<file path="config.mk">
export PLATFORM = sky130hd
export DESIGN_NAME = ahb3lite_host_flat
export DESIGN_NICKNAME = d
export VERILOG_FILES = /design/src/rtl/ahb3lite_pkg.sv /design/src/rtl/ahb3lite_if.sv /design/src/rtl/ahb3lite_host.sv /design/src/flat_wrapper.sv
export SDC_FILE = /design/constraint.sdc
export NUM_CORES = 1
export LEC_CHECK = 0
export BUFFER_PORTS_ARGS = -buffer_cell sky130_fd_sc_hd__buf_2
export CAP_MARGIN = 20
export CORE_AREA = 2 2 106 108
export DETAILED_ROUTE_END_ITERATION = 10
export DIE_AREA = 0 0 108 110
export PLACE_DENSITY = 0.84
export SYNTH_ARGS = -nofsm -noshare
export SYNTH_HDL_FRONTEND = slang
export SYNTH_SLANG_ARGS = --single-unit
</file>
<file path="constraint.sdc">
create_clock -name CLK -period 2.8 [get_ports CLK]
set_clock_uncertainty 0.05 [all_clocks]
set_input_delay 0.42 -clock CLK [delete_from_list [all_inputs] [get_ports CLK]]
set_output_delay 0.42 -clock CLK [all_outputs]
set_load 0.01 [all_outputs]
</file>
<file path="src/rtl/ahb3lite_pkg.sv">
// Shared AHB3-lite encodings and bus widths used by the host and its bench.
package ahb3lite_pkg;

  localparam int unsigned ADDR_W = 32;
  localparam int unsigned DATA_W = 32;

  localparam logic [1:0] HTRANS_IDLE   = 2'b00;
  localparam logic [1:0] HTRANS_NONSEQ = 2'b10;

  localparam logic [2:0] HSIZE_BYTE  = 3'b000;
  localparam logic [2:0] HSIZE_HWORD = 3'b001;
  localparam logic [2:0] HSIZE_WORD  = 3'b010;

  localparam logic [2:0] HBURST_SINGLE = 3'b000;

  localparam logic HRESP_OKAY  = 1'b0;
  localparam logic HRESP_ERROR = 1'b1;

endpackage

</file>
<file path="src/rtl/ahb3lite_if.sv">
// AHB3-lite single-initiator bus bundle with master and slave views.
interface ahb3lite_if;
  import ahb3lite_pkg::*;

  logic [ADDR_W-1:0] HADDR;
  logic              HWRITE;
  logic [2:0]        HSIZE;
  logic [2:0]        HBURST;
  logic [3:0]        HPROT;
  logic [1:0]        HTRANS;
  logic              HMASTLOCK;
  logic [DATA_W-1:0] HWDATA;
  logic [DATA_W-1:0] HRDATA;
  logic              HREADY;
  logic              HRESP;

  modport master (
    output HADDR, HWRITE, HSIZE, HBURST, HPROT, HTRANS, HMASTLOCK, HWDATA,
    input  HRDATA, HREADY, HRESP
  );

  modport slave (
    input  HADDR, HWRITE, HSIZE, HBURST, HPROT, HTRANS, HMASTLOCK, HWDATA,
    output HRDATA, HREADY, HRESP
  );

endinterface

</file>
<file path="src/rtl/ahb3lite_host.sv">
// AHB3-lite master: valid/ready requests become pipelined NONSEQ SINGLE transfers,
// one in-order response per request, with two-cycle ERROR handling.
module ahb3lite_host
  import ahb3lite_pkg::*;
#(
  parameter logic [3:0] HPROT_VAL = 4'b0011
) (
  input  logic              CLK,
  input  logic              RESETn,
  input  logic              req_valid,
  output logic              req_ready,
  input  logic [ADDR_W-1:0] req_addr,
  input  logic              req_write,
  input  logic [2:0]        req_size,
  input  logic [DATA_W-1:0] req_wdata,
  output logic              rsp_valid,
  output logic [DATA_W-1:0] rsp_rdata,
  output logic              rsp_err,
  ahb3lite_if.master        ahb
);

  typedef struct packed {
    logic [ADDR_W-1:0] addr;
    logic              write;
    logic [2:0]        size;
    logic [DATA_W-1:0] wdata;
  } aslot_t;

  typedef struct packed {
    logic              write;
    logic [DATA_W-1:0] wdata;
  } dslot_t;

  aslot_t            a_q, a_d;
  dslot_t            d_q, d_d;
  logic              a_valid_q, a_valid_d;
  logic              d_valid_q, d_valid_d;
  logic              hold_q, hold_d;
  logic [1:0]        htrans_q, htrans_d;
  logic              rsp_valid_q, rsp_valid_d;
  logic              rsp_err_q, rsp_err_d;
  logic [DATA_W-1:0] rsp_rdata_q, rsp_rdata_d;

  logic err1_c, a_adv_c, d_done_c, accept_c;

  // Handshake decode; ready is gated by reset so nothing is taken while RESETn is low.
  always_comb begin
    err1_c    = ahb.HRESP & ~ahb.HREADY;
    a_adv_c   = ahb.HREADY & a_valid_q & ~hold_q;
    d_done_c  = ahb.HREADY & d_valid_q;
    req_ready = RESETn & (~a_valid_q | (ahb.HREADY & ~hold_q & ~err1_c));
    accept_c  = req_valid & req_ready;
  end

  always_comb begin
    a_d       = a_q;
    a_valid_d = a_valid_q;
    d_d       = d_q;
    d_valid_d = d_valid_q;
    hold_d    = hold_q;

    if (a_adv_c) begin
      d_d       = '{write: a_q.write, wdata: a_q.wdata};
      d_valid_d = 1'b1;
      a_valid_d = 1'b0;
    end else if (d_done_c) begin
      d_valid_d = 1'b0;
    end

    if (accept_c) begin
      a_d       = '{addr: req_addr, write: req_write, size: req_size, wdata: req_wdata};
      a_valid_d = 1'b1;
    end

    // First ERROR cycle cancels the pending address phase until the error completes.
    if (err1_c & d_valid_q) begin
      hold_d = 1'b1;
    end else if (ahb.HREADY) begin
      hold_d = 1'b0;
    end

    htrans_d    = (a_valid_d & ~hold_d) ? HTRANS_NONSEQ : HTRANS_IDLE;
    rsp_valid_d = d_done_c;
    rsp_err_d   = d_done_c & (ahb.HRESP == HRESP_ERROR);
    rsp_rdata_d = (d_done_c & ~d_q.write) ? ahb.HRDATA : '0;
  end

  always_ff @(posedge CLK) begin
    if (!RESETn) begin
      a_q         <= '0;
      d_q         <= '0;
      a_valid_q   <= 1'b0;
      d_valid_q   <= 1'b0;
      hold_q      <= 1'b0;
      htrans_q    <= HTRANS_IDLE;
      rsp_valid_q <= 1'b0;
      rsp_err_q   <= 1'b0;
      rsp_rdata_q <= '0;
    end else begin
      a_q         <= a_d;
      d_q         <= d_d;
      a_valid_q   <= a_valid_d;
      d_valid_q   <= d_valid_d;
      hold_q      <= hold_d;
      htrans_q    <= htrans_d;
      rsp_valid_q <= rsp_valid_d;
      rsp_err_q   <= rsp_err_d;
      rsp_rdata_q <= rsp_rdata_d;
    end
  end

  assign ahb.HADDR     = a_q.addr;
  assign ahb.HWRITE    = a_q.write;
  assign ahb.HSIZE     = a_q.size;
  assign ahb.HBURST    = HBURST_SINGLE;
  assign ahb.HPROT     = HPROT_VAL;
  assign ahb.HTRANS    = htrans_q;
  assign ahb.HMASTLOCK = 1'b0;
  assign ahb.HWDATA    = d_q.wdata;

  assign rsp_valid = rsp_valid_q;
  assign rsp_err   = rsp_err_q;
  assign rsp_rdata = rsp_rdata_q;

`ifndef SYNTHESIS
  hresp_without_data_phase: assert property (
    @(posedge CLK) disable iff (!RESETn) ahb.HRESP |-> d_valid_q
  ) else $error("HRESP asserted with no data phase outstanding");
`endif

endmodule

</file>
<file path="src/flat_wrapper.sv">
// flat-port wrapper written by rule: the top's interface ports become plain ports
module ahb3lite_host_flat import ahb3lite_pkg::*;
#(
  parameter logic [3:0] HPROT_VAL = 4'b0011
)
  (CLK, RESETn, req_valid, req_ready, req_addr, req_write, req_size, req_wdata, rsp_valid, rsp_rdata, rsp_err, ahb_HADDR, ahb_HWRITE, ahb_HSIZE, ahb_HBURST, ahb_HPROT, ahb_HTRANS, ahb_HMASTLOCK, ahb_HWDATA, ahb_HRDATA, ahb_HREADY, ahb_HRESP);
  ahb3lite_if ahb_i ();
  input  logic CLK;
  input  logic RESETn;
  input  logic req_valid;
  output logic req_ready;
  input  logic [ADDR_W-1:0] req_addr;
  input  logic req_write;
  input  logic [2:0] req_size;
  input  logic [DATA_W-1:0] req_wdata;
  output logic rsp_valid;
  output logic [DATA_W-1:0] rsp_rdata;
  output logic rsp_err;
  output wire logic [$bits(ahb_i.HADDR)-1:0] ahb_HADDR;
  output wire logic [$bits(ahb_i.HWRITE)-1:0] ahb_HWRITE;
  output wire logic [$bits(ahb_i.HSIZE)-1:0] ahb_HSIZE;
  output wire logic [$bits(ahb_i.HBURST)-1:0] ahb_HBURST;
  output wire logic [$bits(ahb_i.HPROT)-1:0] ahb_HPROT;
  output wire logic [$bits(ahb_i.HTRANS)-1:0] ahb_HTRANS;
  output wire logic [$bits(ahb_i.HMASTLOCK)-1:0] ahb_HMASTLOCK;
  output wire logic [$bits(ahb_i.HWDATA)-1:0] ahb_HWDATA;
  input wire logic [$bits(ahb_i.HRDATA)-1:0] ahb_HRDATA;
  input wire logic [$bits(ahb_i.HREADY)-1:0] ahb_HREADY;
  input wire logic [$bits(ahb_i.HRESP)-1:0] ahb_HRESP;
  assign ahb_HADDR = ahb_i.HADDR;
  assign ahb_HWRITE = ahb_i.HWRITE;
  assign ahb_HSIZE = ahb_i.HSIZE;
  assign ahb_HBURST = ahb_i.HBURST;
  assign ahb_HPROT = ahb_i.HPROT;
  assign ahb_HTRANS = ahb_i.HTRANS;
  assign ahb_HMASTLOCK = ahb_i.HMASTLOCK;
  assign ahb_HWDATA = ahb_i.HWDATA;
  assign ahb_i.HRDATA = ahb_HRDATA;
  assign ahb_i.HREADY = ahb_HREADY;
  assign ahb_i.HRESP = ahb_HRESP;
  ahb3lite_host #(.HPROT_VAL(HPROT_VAL)) u_core (.CLK(CLK), .RESETn(RESETn), .req_valid(req_valid), .req_ready(req_ready), .req_addr(req_addr), .req_write(req_write), .req_size(req_size), .req_wdata(req_wdata), .rsp_valid(rsp_valid), .rsp_rdata(rsp_rdata), .rsp_err(rsp_err), .ahb(ahb_i));
endmodule
</file>
==> flow_metrics.tcl, run 1 <==
set metrics [dict create \
    vdd_drop_max_mv 0.315 \
    max_cap_violations 0 \
    dpl-instance-area_um2 6120 \
    hold_path_class "input pin to register" \
    grt_max_degree 90 \
    reg2reg_from "u_core.a_valid_q$_SDFF_PN0_" \
    die_x_um 108 \
    ctsRootBufferMaster "clkbuf_8" \
    gr-usage-all-layers_pct 18.8 \
    final-setup-viol-count 0 \
    grt_overflow 0 \
    path_cells "nand2b_1, a21boi_0, buf_2" \
    cts_buffer_depth 2 \
    report.final.slew_viol_count 0 \
    fmax_mhz 524 \
    max_stage_delay_ps 320 \
    fin_tns_setup_ps 0 \
    power_density_nw_per_um2 678 \
    cts_tree "yes" \
    port_buffers 208 \
    clk_latency_ps 500 \
    netlist_area_um2 5500 \
    crit_fanout 4 \
    critical_path.slowest_cell "dfxtp_1" \
    die_h_um 110 \
    cts_setup_buffers 0 \
    ctsHoldBuffers 0 \
    crit_path_end_kind "output port" \
    nets 838 \
    final_hold_viol_count 0 \
    worst_r2r_endpoint "u_core.ahb.HWDATA[21]$_SDFFE_PN0P_" \
    core-area_um2 10700 \
    p_leak_nw 3.69 \
    fin_util_pct 62.3 \
    synth_async_sr_flop_share_pct 0 \
    drt-total-wl_um 11000 \
    avgSynthCellArea_um2 9.19 \
    dp_hpwl_um 7880 \
    ff2ff_path_depth 4 \
    timing.critical_path.buf_inv 1 \
    syn_inst 599 \
    critical_path_class "register to output port" \
    min_period_over_period_pct 68.2 \
    antenna_left 0 \
    crit_required_ps 2330 \
    tightest_slew_ps 810 \
    first_pass_iters 4 \
    holdPathStages 2 \
    drive_gt1_share_pct 32.8 \
    period_minus_slack_ps 1910 \
    numCtsBuffers 17 \
    dieArea_um2 11900 \
    grt_pass1_wl_um 17400 \
    io_pins 218 \
    synth_ff_type "dfxtp_1" \
    min_to "u_core.rsp_rdata[19]$_SDFF_PN0_" \
    area_growth_pct 21.1 \
    critPathTopFamily "flip-flops" \
    initial_utilization_pct 51.5 \
    ys_ff_latch 139 \
    ys_types 21 \
    cts_resized 0 \
    rsz0062_at_grt "no" \
    cp.arrival_ps 1440 \
    htree_levels 4 \
    relSlewSlack_pct 46.0 \
    cts.sinks 139 \
    route.vias.total 3955 \
    grt_antenna_before_repair 0 \
    diodes 0 \
    fillers 914 \
    start_kind "register" \
    via_per_inst 4.46 \
    grt_pass1_vias 3882 \
    synth_edf_count 0 \
    ys_warn_count 0 \
    min_from "ahb_HRDATA[19]" \
    worstSetupStartpoint "u_core.hold_q$_SDFF_PN0_" \
    drt_iter0_drc 161 \
    wl_per_cell_um 12.4 \
    num_rows 38 \
    design_area_um2 6660 \
    crit_cells 3 \
    clk_pin_slew_ps 60 \
    drc_errors 0 \
    ff2ff_setup_slack_ps 1270 \
    gp_congestion 0.767 \
    status "complete, no violations" \
    seq_area_frac_synth_pct 50.6 \
]
[cell families after synthesis]
logic type,synth area share (%)
buf+inv,17.7
compound gates,5.09
flops,50.6
mux,12.4
simple gates,14.2
other cells,0.136
[layout make-up]
class	instances	area, um2	area share (%)
Clock buffer	19	422	6.33
Multi-Input combinational cell	293	1780	26.7
Timing Repair Buffer	214	1130	16.9
Sequential cell	139	2780	41.8
Inverter	68	255	3.83
Tap cell	140	175	2.63
Clock inverter	13	120	1.80
[power breakdown]
group	switching, mW	internal, mW	total, mW
clock	0.846	1.18	2.03
combinational	0.192	0.177	0.370
sequential	0.0451	2.07	2.12
[cell usage in the layout (no fill, tap or decap), types with 3 or more instances in the layout]
master,synthesis,final
mux2i_1,68,68
clkinv_2,0,3
buf_12,0,3
buf_2,10,207
conb_1,2,9
dfxtp_1,139,139
clkbuf_16,0,16
and2_1,34,34
clkinvlp_4,0,3
clkinv_4,0,4
buf_4,76,4
inv_1,68,68
nand2_1,135,135
a21boi_0,35,35
[per-layer routing]
layer	GRT usage, %	wire length [um]	up-vias
li1	-	-	2014
met2	33.2	5060	172
met3	7.70	1110	13
met5	0	0	-
met4	7.23	177	0
met1	20.0	4610	1756
[how the worst max path moves through the flow]
| stage | to | slack [ps] |
|---|---|---|
| finish | req_ready | 890 |
| global route | req_ready | 760 |
| CTS | req_ready | 820 |
| detailed placement | u_core.rsp_rdata[10]$_SDFF_PN0_ | 940 |
| global placement | u_core.rsp_rdata[31]$_SDFF_PN0_ | 1010 |
| floorplan | req_ready | 1220 |
[synth_stat cells, types with 2 or more instances]
master,n,area [um2]
dfxtp_1,139,2780
a21oi_1,2,10.0
a21boi_0,35,263
buf_6,3,33.8
buf_4,76,571
inv_1,68,255
buf_2,10,50.1
nand2_1,135,507
conb_1,2,7.51
and2_1,34,213
nand2b_1,2,12.5
clkbuf_1,17,63.8
mux2i_1,68,681
[per-stage QoR]
| step | cells | setup slack, ps | hold WS, ps | total power, mW |
|---|---|---|---|---|
| floorplan | 606 | 1220 | 388 | 2.43 |
| global placement | 854 | 1010 | 392 | 2.53 |
| detailed placement | 854 | 945 | 397 | 2.53 |
| CTS | 886 | 818 | 40.0 | 4.57 |
| global route | 886 | 765 | 41.5 | 4.71 |
| finish | 886 | 890 | 64.8 | 4.52 |
[worst reg2reg max path: cells and delay by family, from the launching register on]
kind / cells / cell delay, ps
AO/OA/AOI/OAI: 1 / 160
buffers and inverters: 1 / 240
AND/OR/NAND/NOR: 2 / 590
flip-flops: 1 / 410
[sequential cells by signal, indices dropped and copies added (netlist names)]
name and flops:
u_core.ahb.HADDR 32, u_core.hold_q 1, u_core.rsp_err 1, u_core.d_valid_q 1
u_core.rsp_rdata 32, u_core.ahb.HWRITE 1, u_core.ahb.HSIZE 3, u_core.d_q 1
u_core.rsp_valid 1, u_core.ahb.HTRANS 1, u_core.ahb.HWDATA 32, u_core.a_valid_q 1
u_core.a_q 32
Power figures use the tool's default switching activity.
==> inputs of run 2 (changes only) <==
--- a/config.mk
+++ b/config.mk
@@ -7,10 +7,10 @@
 export LEC_CHECK = 0
 export BUFFER_PORTS_ARGS = -buffer_cell sky130_fd_sc_hd__buf_2
 export CAP_MARGIN = 20
-export CORE_AREA = 2 2 106 108
+export CORE_AREA = 2 2 111 113
 export DETAILED_ROUTE_END_ITERATION = 10
-export DIE_AREA = 0 0 108 110
-export PLACE_DENSITY = 0.84
+export DIE_AREA = 0 0 113 115
+export PLACE_DENSITY = 0.77
 export SYNTH_ARGS = -nofsm -noshare
 export SYNTH_HDL_FRONTEND = slang
 export SYNTH_SLANG_ARGS = --single-unit
==> constraint.sdc (replaced) <==
create_clock -name CLK -period 2 [get_ports CLK]
set_clock_uncertainty 0.05 [all_clocks]
set_input_delay 0.3 -clock CLK [delete_from_list [all_inputs] [get_ports CLK]]
set_output_delay 0.3 -clock CLK [all_outputs]
set_load 0.01 [all_outputs]
==> run 2 against run 1 <==
Net effect: the flow now finishes with violations (design-rule violations); clock power up 58%; count of clock-buffer cells in the layout down 1; core utilization down 5.0 points; global-route usage down 1.5 points; final area up 1.6%; flip-flop and latch count unchanged; register-to-register slack worse by 720 ps; critical path type unchanged; critical endpoint unchanged; largest power group is now clock.
==> flow_metrics.tcl, run 2 (synthesized netlist as in run 1, its figures left out) <==
set metrics [dict create \
    dieArea_um2 13000 \
    mostFrequentLayoutCells "207 x buf_2, 139 x dfxtp_1, 135 x nand2_1" \
    start_kind "register" \
    min_from "ahb_HRDATA[31]" \
    die_x_um 113 \
    gr-usage-all-layers_pct 17.3 \
    crit_path_end_kind "output port" \
    reg2reg_from "u_core.d_valid_q$_SDFFE_PN0P_" \
    max_cap_violations 0 \
    nets 841 \
    p_switching_mw 1.46 \
    cts_setup_buffers 0 \
    area_growth_pct 23.0 \
    final-setup-viol-count 0 \
    report.final.slew_viol_count 0 \
    p_int_mw 5.22 \
    power.share.sequential_pct 44.4 \
    cts_tree "yes" \
    die_h_um 115 \
    grt_pass1_wl_um 17700 \
    grt_overflow 0 \
    diodes 0 \
    design_area_um2 6770 \
    fin_tns_setup_ps 0 \
    ctsRootBufferMaster "clkbuf_16" \
    rsz0062_at_grt "no" \
    grt_max_degree 93 \
    critical_path_class "register to output port" \
    p_leak_nw 3.75 \
    initial_utilization_pct 46.6 \
    first_pass_iters 7 \
    num_rows 40 \
    drt-total-wl_um 10900 \
    power_density_nw_per_um2 988 \
    status "finished with violations" \
    pre_cts_slack_ps 275 \
    port_buffers 208 \
    grt_pass1_vias 3825 \
    cts_buffer_depth 2 \
    antenna_left 0 \
    numCtsBuffers 17 \
    final_hold_viol_count 0 \
    tightest_slew_ps 698 \
    switching_share_pct 21.9 \
    period_minus_slack_ps 1640 \
    layout_setup_ws_ps 357 \
    final_common_cell "buf_2" \
    cp.arrival_ps 1290 \
    core-area_um2 11800 \
    fmax_mhz 608 \
    hold_path_class "input pin to register" \
    clk_pin_slew_ps 60 \
    violations "design-rule violations" \
    ctsHoldBuffers 0 \
    whs_ps 42.6 \
    drc_errors 20 \
    relSlewSlack_pct 53.4 \
    cts_resized 0 \
    crit_required_ps 1650 \
    worstSetupStartpoint "u_core.hold_q$_SDFF_PN0_" \
    dpl-instance-area_um2 6160 \
    route.vias.total 3950 \
    grt_antenna_before_repair 0 \
    dp_hpwl_um 7590 \
    vdd_drop_max_mv 0.494 \
    htree_levels 4 \
    wl_per_cell_um 12.1 \
    drive_gt1_share_pct 33.2 \
    clk_latency_ps 400 \
    drt_iter0_drc 172 \
    io_pins 218 \
    crit_fanout 4 \
    p_comb_share_pct 7.8 \
    pwr-share-clk_pct 47.8 \
    power_mw 6.69 \
    min_period_over_period_pct 82.2 \
    via_per_inst 4.41 \
    cts.sinks 139 \
    gp_congestion 0.721 \
]
## run 2: cell types whose count changed in the layout (fill, tap and decap cells not counted), sizes merged
cell,change
buf,+3
bufinv,+3
inv,-2
clkbuf,-1
## run 2: per-layer routing
layer / share of wire (%) / GRT usage, % / vias up
met2: 46 / 28.5 / 175
li1: - / - / 2017
met3: 12 / 8.07 / 18
met5: 0 / 0 / -
met1: 40 / 19.0 / 1740
met4: 1.7 / 7.89 / 0
## run 2: worst paths after layout
path | to | slack, ps | cells past startpoint
max | req_ready | 360 | 3
min | u_core.rsp_rdata[31]$_SDFF_PN0_ | 40 | 2
max reg2reg | u_core.rsp_rdata[7]$_SDFF_PN0_ | 550 | 3
min reg2reg | u_core.a_q[0]$_SDFFE_PN0P_ | 410 | 2
## run 2: critical path: stages, from the launching register on
cell and delay (ps):
dfxtp_1 320, nand2b_1 190, a21boi_0 210, buf_2 180
## run 2: layout make-up
class	count	area, um2
clock buffers	18	429
clock inverters	14	178
fillers	1085	5040
inverters	68	255
multi-input cells	293	1780
flip-flops and latches	139	2780
well taps	147	184
repair buffers	217	1160
## run 2: power by group through the flow
stage / Sequential, mW / Combinational [mW] / Clock, mW
after global placement: 3.02 / 0.525 / 0
final: 2.97 / 0.523 / 3.20
after floorplan: 3.02 / 0.394 / 0
after detailed placement: 3.02 / 0.532 / 0
after global routing: 2.98 / 0.586 / 3.40
after CTS: 2.97 / 0.533 / 3.28
## run 2: stage by stage
stage	std cells	util, %
6_report	896	57.3
5_1_grt	896	57.3
4_1_cts	896	57.3
3_5_place_dp	864	52.2
3_3_place_gp	864	52.2
2_1_floorplan	606	-
